==> config.mk <==
export PLATFORM = sky130hd
export DESIGN_NAME = video_scanout
export DESIGN_NICKNAME = d
export VERILOG_FILES = /design/src/rtl/video_scanout.sv
export SDC_FILE = /design/constraint.sdc
export NUM_CORES = 1
export LEC_CHECK = 0
export CAP_MARGIN = 5
export CORE_UTILIZATION = 46
export DETAILED_ROUTE_END_ITERATION = 12
export PLACE_DENSITY = 0.76
export SKIP_CTS_REPAIR_TIMING = 1
export SYNTH_ARGS = -nofsm -noshare
export SYNTH_HDL_FRONTEND = slang
export SYNTH_SLANG_ARGS = --single-unit
export TNS_END_PERCENT = 1
==> constraint.sdc <==
create_clock -name vclk -period 4.1 [get_ports vclk]
set_clock_uncertainty 0.15 [all_clocks]
set_input_delay 0.82 -clock vclk [delete_from_list [all_inputs] [get_ports vclk]]
set_output_delay 0.82 -clock vclk [all_outputs]
set_load 0.03 [all_outputs]
==> src/rtl/video_scanout.sv <==
// Video scan-out: free-running raster counters, 4x-scaled 512x480 image
// window fetched from VRAM, and a two-stage pipeline so that sync, display
// enable, pixel colour and frame_start all leave the block aligned with the
// memory read data.
// Visible area and sync positions are parameters whose defaults give the
// standard 640x480 timing.
module video_scanout #(
  parameter int H_TOTAL      = 800,
  parameter int V_TOTAL      = 525,
  parameter int X_OFF        = 64,
  parameter int H_VIS        = 640,
  parameter int H_SYNC_START = 656,
  parameter int H_SYNC_END   = 752,
  parameter int V_VIS        = 480,
  parameter int V_SYNC_START = 490,
  parameter int V_SYNC_END   = 492
) (
  input  logic        vclk,
  input  logic        rst_n,
  input  logic        blank,
  output logic [13:0] vaddr,
  input  logic [15:0] vout,
  output logic        hsync,
  output logic        vsync,
  output logic        de,
  output logic [15:0] rgb,
  output logic        frame_start
);

  localparam int HW = $clog2(H_TOTAL);
  localparam int VW = $clog2(V_TOTAL);

  localparam logic [HW-1:0] H_MAX  = HW'(H_TOTAL - 1);
  localparam logic [VW-1:0] V_MAX  = VW'(V_TOTAL - 1);
  localparam logic [HW-1:0] H_VISL = HW'(H_VIS);
  localparam logic [HW-1:0] H_SS   = HW'(H_SYNC_START);
  localparam logic [HW-1:0] H_SE   = HW'(H_SYNC_END);
  localparam logic [VW-1:0] V_VISL = VW'(V_VIS);
  localparam logic [VW-1:0] V_SS   = VW'(V_SYNC_START);
  localparam logic [VW-1:0] V_SE   = VW'(V_SYNC_END);
  localparam logic [HW-1:0] X_LO   = HW'(X_OFF);
  localparam logic [HW-1:0] X_HI   = HW'(X_OFF + 512);

  logic [HW-1:0] h_cnt;
  logic [VW-1:0] v_cnt;

  // stage 0 decode (counter registers only)
  logic        vis0, hs0, vs0, win0, fs0;
  logic [15:0] h_rel, v_ext;

  // stage 1 flags, travelling alongside the VRAM read
  logic vis1, hs1, vs1, win1, fs1, blank1;

  // Raster counters: h wraps every line, v wraps after the last line.
  always_ff @(posedge vclk or negedge rst_n) begin
    if (!rst_n) begin
      h_cnt <= '0;
      v_cnt <= '0;
    end else if (h_cnt == H_MAX) begin
      h_cnt <= '0;
      v_cnt <= (v_cnt == V_MAX) ? '0 : v_cnt + VW'(1);
    end else begin
      h_cnt <= h_cnt + HW'(1);
    end
  end

  // Stage 0: region decode and VRAM address from the counters.
  always_comb begin
    vis0  = (h_cnt < H_VISL) && (v_cnt < V_VISL);
    hs0   = !((h_cnt >= H_SS) && (h_cnt < H_SE));
    vs0   = !((v_cnt >= V_SS) && (v_cnt < V_SE));
    win0  = (h_cnt >= X_LO) && (h_cnt < X_HI) && (v_cnt < V_VISL);
    fs0   = (h_cnt == '0) && (v_cnt == '0);
    h_rel = 16'(h_cnt) - 16'(X_OFF);
    v_ext = 16'(v_cnt);
    vaddr = win0 ? {v_ext[8:2], h_rel[8:2]} : 14'd0;
  end

  // Stage 1: delay the flags while memory returns data; blank is sampled here.
  always_ff @(posedge vclk or negedge rst_n) begin
    if (!rst_n) begin
      vis1   <= 1'b0;
      hs1    <= 1'b1;
      vs1    <= 1'b1;
      win1   <= 1'b0;
      fs1    <= 1'b0;
      blank1 <= 1'b0;
    end else begin
      vis1   <= vis0;
      hs1    <= hs0;
      vs1    <= vs0;
      win1   <= win0;
      fs1    <= fs0;
      blank1 <= blank;
    end
  end

  // Stage 2: registered outputs, colour taken from VRAM only inside the window.
  always_ff @(posedge vclk or negedge rst_n) begin
    if (!rst_n) begin
      de          <= 1'b0;
      hsync       <= 1'b1;
      vsync       <= 1'b1;
      frame_start <= 1'b0;
      rgb         <= 16'h0000;
    end else begin
      de          <= vis1;
      hsync       <= hs1;
      vsync       <= vs1;
      frame_start <= fs1;
      rgb         <= (win1 && !blank1) ? vout : 16'h0000;
    end
  end

endmodule

==> Word-level counts from Yosys, hierarchy flattened <==
Cells that the tools add are included.
{ "op_classes": {"eq_ne": 2, "n_lt_le_gt_ge": 8, "n_mux": 4, "n_addsub": 3, "n_reduce_logical": 12} }
{ "ops": {"columns": ["op", "count"], "rows": [
  ["less-than comparator 10 bit, second input constant", 3],
  ["adder 10 x 1 -> 10 bit, second input constant", 2],
  ["equality test 10 bit, second input constant", 2],
  ["zero test 10 bit", 2],
  ["less-than comparator 10 x 9 -> 1 bit, second input constant", 2],
  ["2-to-1 mux 10 bit", 2],
  ["2-to-1 mux 16 bit", 1],
  ["2-to-1 mux 14 bit", 1],
  ["greater-or-equal comparator 10 bit, second input constant", 1],
  ["greater-or-equal comparator 10 x 7 -> 1 bit, second input constant", 1],
  ["greater-or-equal comparator 10 x 9 -> 1 bit, second input constant", 1],
  ["subtractor 9 x 7 -> 9 bit, second input constant", 1],
  ["logical AND 1 bit", 7],
  ["zero test 1 bit", 3]
]} }
{ "totals": {"reg_bits": 46, "input_bits": 19} }

==> Logic depth before layout (Yosys ltp) <==
{ "depth": {"word_depth": 4, "depth_mapped": 7, "mapped_depth_nobuf": 6} }

==> Worst setup path before layout <==
Ideal clock, no wire load.
{ "synth_path": {"kind": "flip-flop to output port", "start": "register h_cnt[6]", "end": "output port vaddr[6]", "path_slack_ns": 0.998, "required_time_ns": 3.130, "arrival_time_ns": 2.132, "stages_incl_launch_ff": 7, "cell_sequence": "dfrtp_1 -> inv_1 -> ha_1 -> nand2b_1 -> a311oi_1 -> a2111oi_2 -> a21boi_0"} }
{ "synth_via": {"elab_chain_cells": 4} }
{ "synth_lines": {"columns": ["element", "line", "source"], "rows": [
  ["start, declared", "44", "logic [HW-1:0] h_cnt;"],
  ["start signal, assigned", "63", "h_cnt <= h_cnt + HW'(1);"],
  ["greater-or-equal comparator 10 x 7 -> 1 bit or less-than comparator 10 bit (tied branches)", "72", "win0 = (h_cnt >= X_LO) && (h_cnt < X_HI) && (v_cnt < V_VISL);"],
  ["logical AND 1 bit (2 in a row)", "72", null],
  ["2-to-1 mux 14 bit (*)", "76", "vaddr = win0 ? {v_ext[8:2], h_rel[8:2]} : 14'd0;"],
  ["end, declared", "21", "output logic [13:0] vaddr,"]
]} }
Every way passes the cells marked *; elsewhere a longest branch is shown, timed or not.

==> Worst setup path after layout <==
Ends and elaborated chain as after synthesis.

==> results list <==
* Run status: finished, final reports clean
- Switching power: about 0.16 mW
- Area post-placement: around 2700 um^2
* Root buffer selected by CTS: clkbuf_8
* Pin slew with the least headroom to its limit: between 0.9 and 1 ns
- For this block, the via count after detailed routing is between 1500 and 2000.
- Data required, critical path: roughly 3.1 ns
* DP Wirelength: just under 3000 um
- After detailed routing, the number of remaining DRC violations is 0.
- Sequential power share: 0.558
- For the worst-skew pair, the clock arrives at the later sink with an insertion delay of ~0.3 ns.
- Die width: 69.2 um
- Final count of hold timing violations: 0
- After synthesis, the share of flip-flops with an asynchronous set or reset is 1.00.
- After floorplanning, the core was divided into 24 placement rows.
- Measured against its own limit, the worst slew margin works out to 0.350.
- Placeable Area: ~4400 um^2
- Data arrives at the worst endpoint at 2.77 ns.
* Crit-path max cell delay: a little under 0.7 ns
* Worst setup SP type: register
* Number of global-route vias before repair: between 1000 and 1500
- Walking the worst path, the cells encountered are inv_1 > ha_1 > nand2b_1 > a311oi_1 > a2111oi_2 > buf_4 > a21boi_0 > clkdlybuf4s50_1.
- The worst register-to-register path begins at h_cnt[6]$_DFF_PN0_.
- After synthesis, the share of cell area in mux cells is 0.00963.
* Area Overhead vs Synth: 33.2%
- Number of vias per cell: roughly 5.3
- When the netlist entered floorplanning its net count stood at between 200 and 250.
* Pwr per Cell Area: 294 nW/um^2
- Terminating pin of the worst hold path: frame_start$_DFF_PN0_
- The first global-routing pass estimated around 6900 um of wire.
- Summed over all layers, the routed wires come to around 4000 um.
- Adding up every negative setup slack in the final design gives 0 ns.
- For this design the static power due to leakage is 1.23 nW.
- Max Buffers Root-to-Sink: 2
- Min Tclk post-route: 3.74 ns
* Number of instances on the worst hold path: 0
- Fmax: about 270 MHz
- The number of pins exceeding their max-slew limit in the final report is 0.
* Capture point of the worst reg-to-reg path: h_cnt[9]$_DFF_PN0_
- Of the total synthesized cell area, the portion taken by XOR and XNOR cells is 0.0337.
- Among all stages on the critical path, the largest delay is contributed by clkdlybuf4s50_1.
* Path depth of the worst reg2reg path: 7
- In the synthesized netlist, the number of instances is 182.
- Setup repair after global routing left no endpoint under its margin.
- Entering global routing, the biggest net connects between 40 and 50 pins.
- Sequential area share after synthesis: 0.556
- Synthesis Warnings: 0
- The tree built by TritonCTS fans out to 46 sinks.
- Of the total power, combinational logic draws 0.030.
- Buffers placed on the I/O ports in this run total 52.
* Syn Area/Cell: between 10 and 15 um^2
- Finished Cell Area: 2770 um^2
* Count of distinct cell types in the synthesized netlist: between 40 and 50
* Count of antenna diodes in the layout: 0
* Worst Path Class, Setup: register to output port
- TritonCTS built the clock tree.
- Cell internal power was estimated by the tool at about 0.65 mW.
* Total CTS buffers: 5
* Area fraction in compound gates after synthesis: 0.0963
- Of the cells placed in the final design, the portion with a size suffix greater than 1 is 0.0833.
- After the first detailed-routing iteration, the DRC count stood at 117.
- The clock tree synthesis step divided the H-tree into 2 levels.
* WL/cell: 13.9 um
- CTS clock-pin slew for the worst setup and hold paths: 0.08 ns
- The total overflow left after global routing is 0.
- Leaving out fill and tap cells, the most frequent cell in the layout is clkdlybuf4s50_1.
- Commonest cells after routing, fill and taps aside: clkdlybuf4s50_1 (51), dfrtp_1 (42), and2_1 (28), ha_1 (10), nand2_1 (9)
- Counting flops and latches in the post-synthesis netlist gives 46.
* Overall die area: between 4000 and 5000 um^2
* Combinational family with the most area after synthesis: simple AND/OR/NAND/NOR gates
* Min-delay src: fs1$_DFF_PN0_
- 53 I/O pins were placed.
- Worst hold-check path type: register to register
- Maximum capacitance violations: 0
* Final clock period utilization by the worst path: 0.912
- The detail route stage leaves a number of antenna-violating nets equal to 0.
* GP Congestion: a little over 0.8
* Starting Density: 0.478
- VDD sags by at most 176 uV.
- Adder-cell share of the synthesized area: 0.0602
* Number of detailed-route iterations in the first pass: 5
- Minimum setup slack among reg-to-reg paths: about 1.6 ns
* Overall Global Routing Usage: 0.181
* Die boundary height: a little under 70 um
* Final setup violation count: 0
- Summing every instance area after synthesis gives around 2100 um^2.
- Part of the total power dissipated in the clock network: 0.412
- Most used flip-flop cell after synthesis: dfrtp_1
* Switching share of power: 0.201
- Top fanout value on the critical path: 7
- Net total in the final layout: 268
- Antenna violations before repair: 0
* Number of synthesized flops with an enable pin: 0
- Endpoint kind of the worst setup timing path: output port
* Fraction of the mapped netlist area in simple logic gates: 0.218
[power by group through the flow]
stage	Sequential (mW)	Combinational, mW	Clock, mW
6_report	0.454	0.0242	0.335
5_1_grt	0.454	0.0274	0.362
4_1_cts	0.454	0.0251	0.342
3_5_place_dp	0.463	0.0248	0
3_3_place_gp	0.463	0.0252	0
2_1_floorplan	0.463	0.000115	0
[metal layers]
layer / vias up / part of all wire / global-route usage
met5: - / 0 / 0
met4: 0 / 0.020 / 0.0952
met3: 8 / 0.055 / 0.0407
met2: 62 / 0.46 / 0.268
met1: 730 / 0.47 / 0.250
li1: 737 / - / -
[stage by stage]
stage / cells / utilization / worst slack (ns) / power, mW / hold WS (ns)
after floorplan: 182 / - / 0.998 / 0.463 / 0.181
after global placement: 284 / 0.611 / 0.753 / 0.488 / 0.182
after detailed placement: 284 / 0.611 / 0.680 / 0.488 / 0.187
after CTS: 292 / 0.636 / 0.340 / 0.822 / 0.206
after global routing: 292 / 0.636 / 0.108 / 0.844 / 0.201
final: 292 / 0.636 / 0.362 / 0.814 / 0.206
[critical path: cells and delay by family (launching register included)]
kind / cells / cell delay, ns
compound gates: 3 / 0.65
fa+ha+maj: 1 / 0.23
buf+inv: 3 / 1.02
flops: 1 / 0.44
simple gates: 1 / 0.13
[cell families after synthesis]
logic type               Yosys count
AO/OA/AOI/OAI                     27
XOR/XNOR                           8
adder cells (fa/ha/maj)           10
buffers and inverters             13
flip-flops                        46
multiplexers                       2
AND/OR/NAND/NOR                   76
[Yosys cell counts (2+ instances only)]
cell type | instances | area [um^2]
nand2b_1 | 3 | 18.8
a21oi_1 | 3 | 15.0
a21boi_0 | 3 | 22.5
nor3_1 | 5 | 25.0
o21a_1 | 2 | 15.0
mux2i_1 | 2 | 20.0
dfrtp_1 | 42 | 1050
nand2_1 | 9 | 33.8
o31ai_1 | 2 | 15.0
o21ai_0 | 4 | 20.0
and2_1 | 28 | 175
nor2b_1 | 4 | 25.0
xor2_1 | 2 | 17.5
nand3_1 | 8 | 40.0
dfstp_2 | 4 | 105
and3_1 | 3 | 18.8
nor2_1 | 5 | 18.8
o211ai_1 | 3 | 22.5
xnor2_1 | 6 | 52.6
clkbuf_1 | 3 | 11.3
ha_1 | 10 | 125
inv_1 | 8 | 30.0
nand4_1 | 4 | 25.0
[how the worst max path moves through the flow]
| stage | from | cells past startpoint | slack [ns] | to |
|---|---|---|---|---|
| 2_1_floorplan | h_cnt[6]$_DFF_PN0_ | 6 | 1.0 | vaddr[6] |
| 3_3_place_gp | h_cnt[6]$_DFF_PN0_ | 8 | 0.75 | vaddr[6] |
| 3_5_place_dp | h_cnt[6]$_DFF_PN0_ | 8 | 0.68 | vaddr[6] |
| 4_1_cts | h_cnt[6]$_DFF_PN0_ | 8 | 0.34 | vaddr[6] |
| 5_1_grt | h_cnt[6]$_DFF_PN0_ | 8 | 0.11 | vaddr[6] |
| 6_report | h_cnt[6]$_DFF_PN0_ | 8 | 0.36 | vaddr[6] |
[registers in the layout (all words and copies together) (netlist names)]
name and count:
rgb 16, de 1, h_cnt 10, vis1 1
frame_start 1, v_cnt 10, fs1 1, vsync 1
blank1 1, win1 1, hsync 1, vs1 1
hs1 1
[final cells by class]
cell class,count,area (um^2)
Multi-Input combinational cell,123,870
Fill cell,352,1590
Clock inverter,2,37.5
Sequential cell,46,1160
Tap cell,52,65.1
Clock buffer,6,72.6
Inverter,8,30.0
Timing Repair Buffer,55,538
Note: power is estimated with default switching activity, not from simulation.
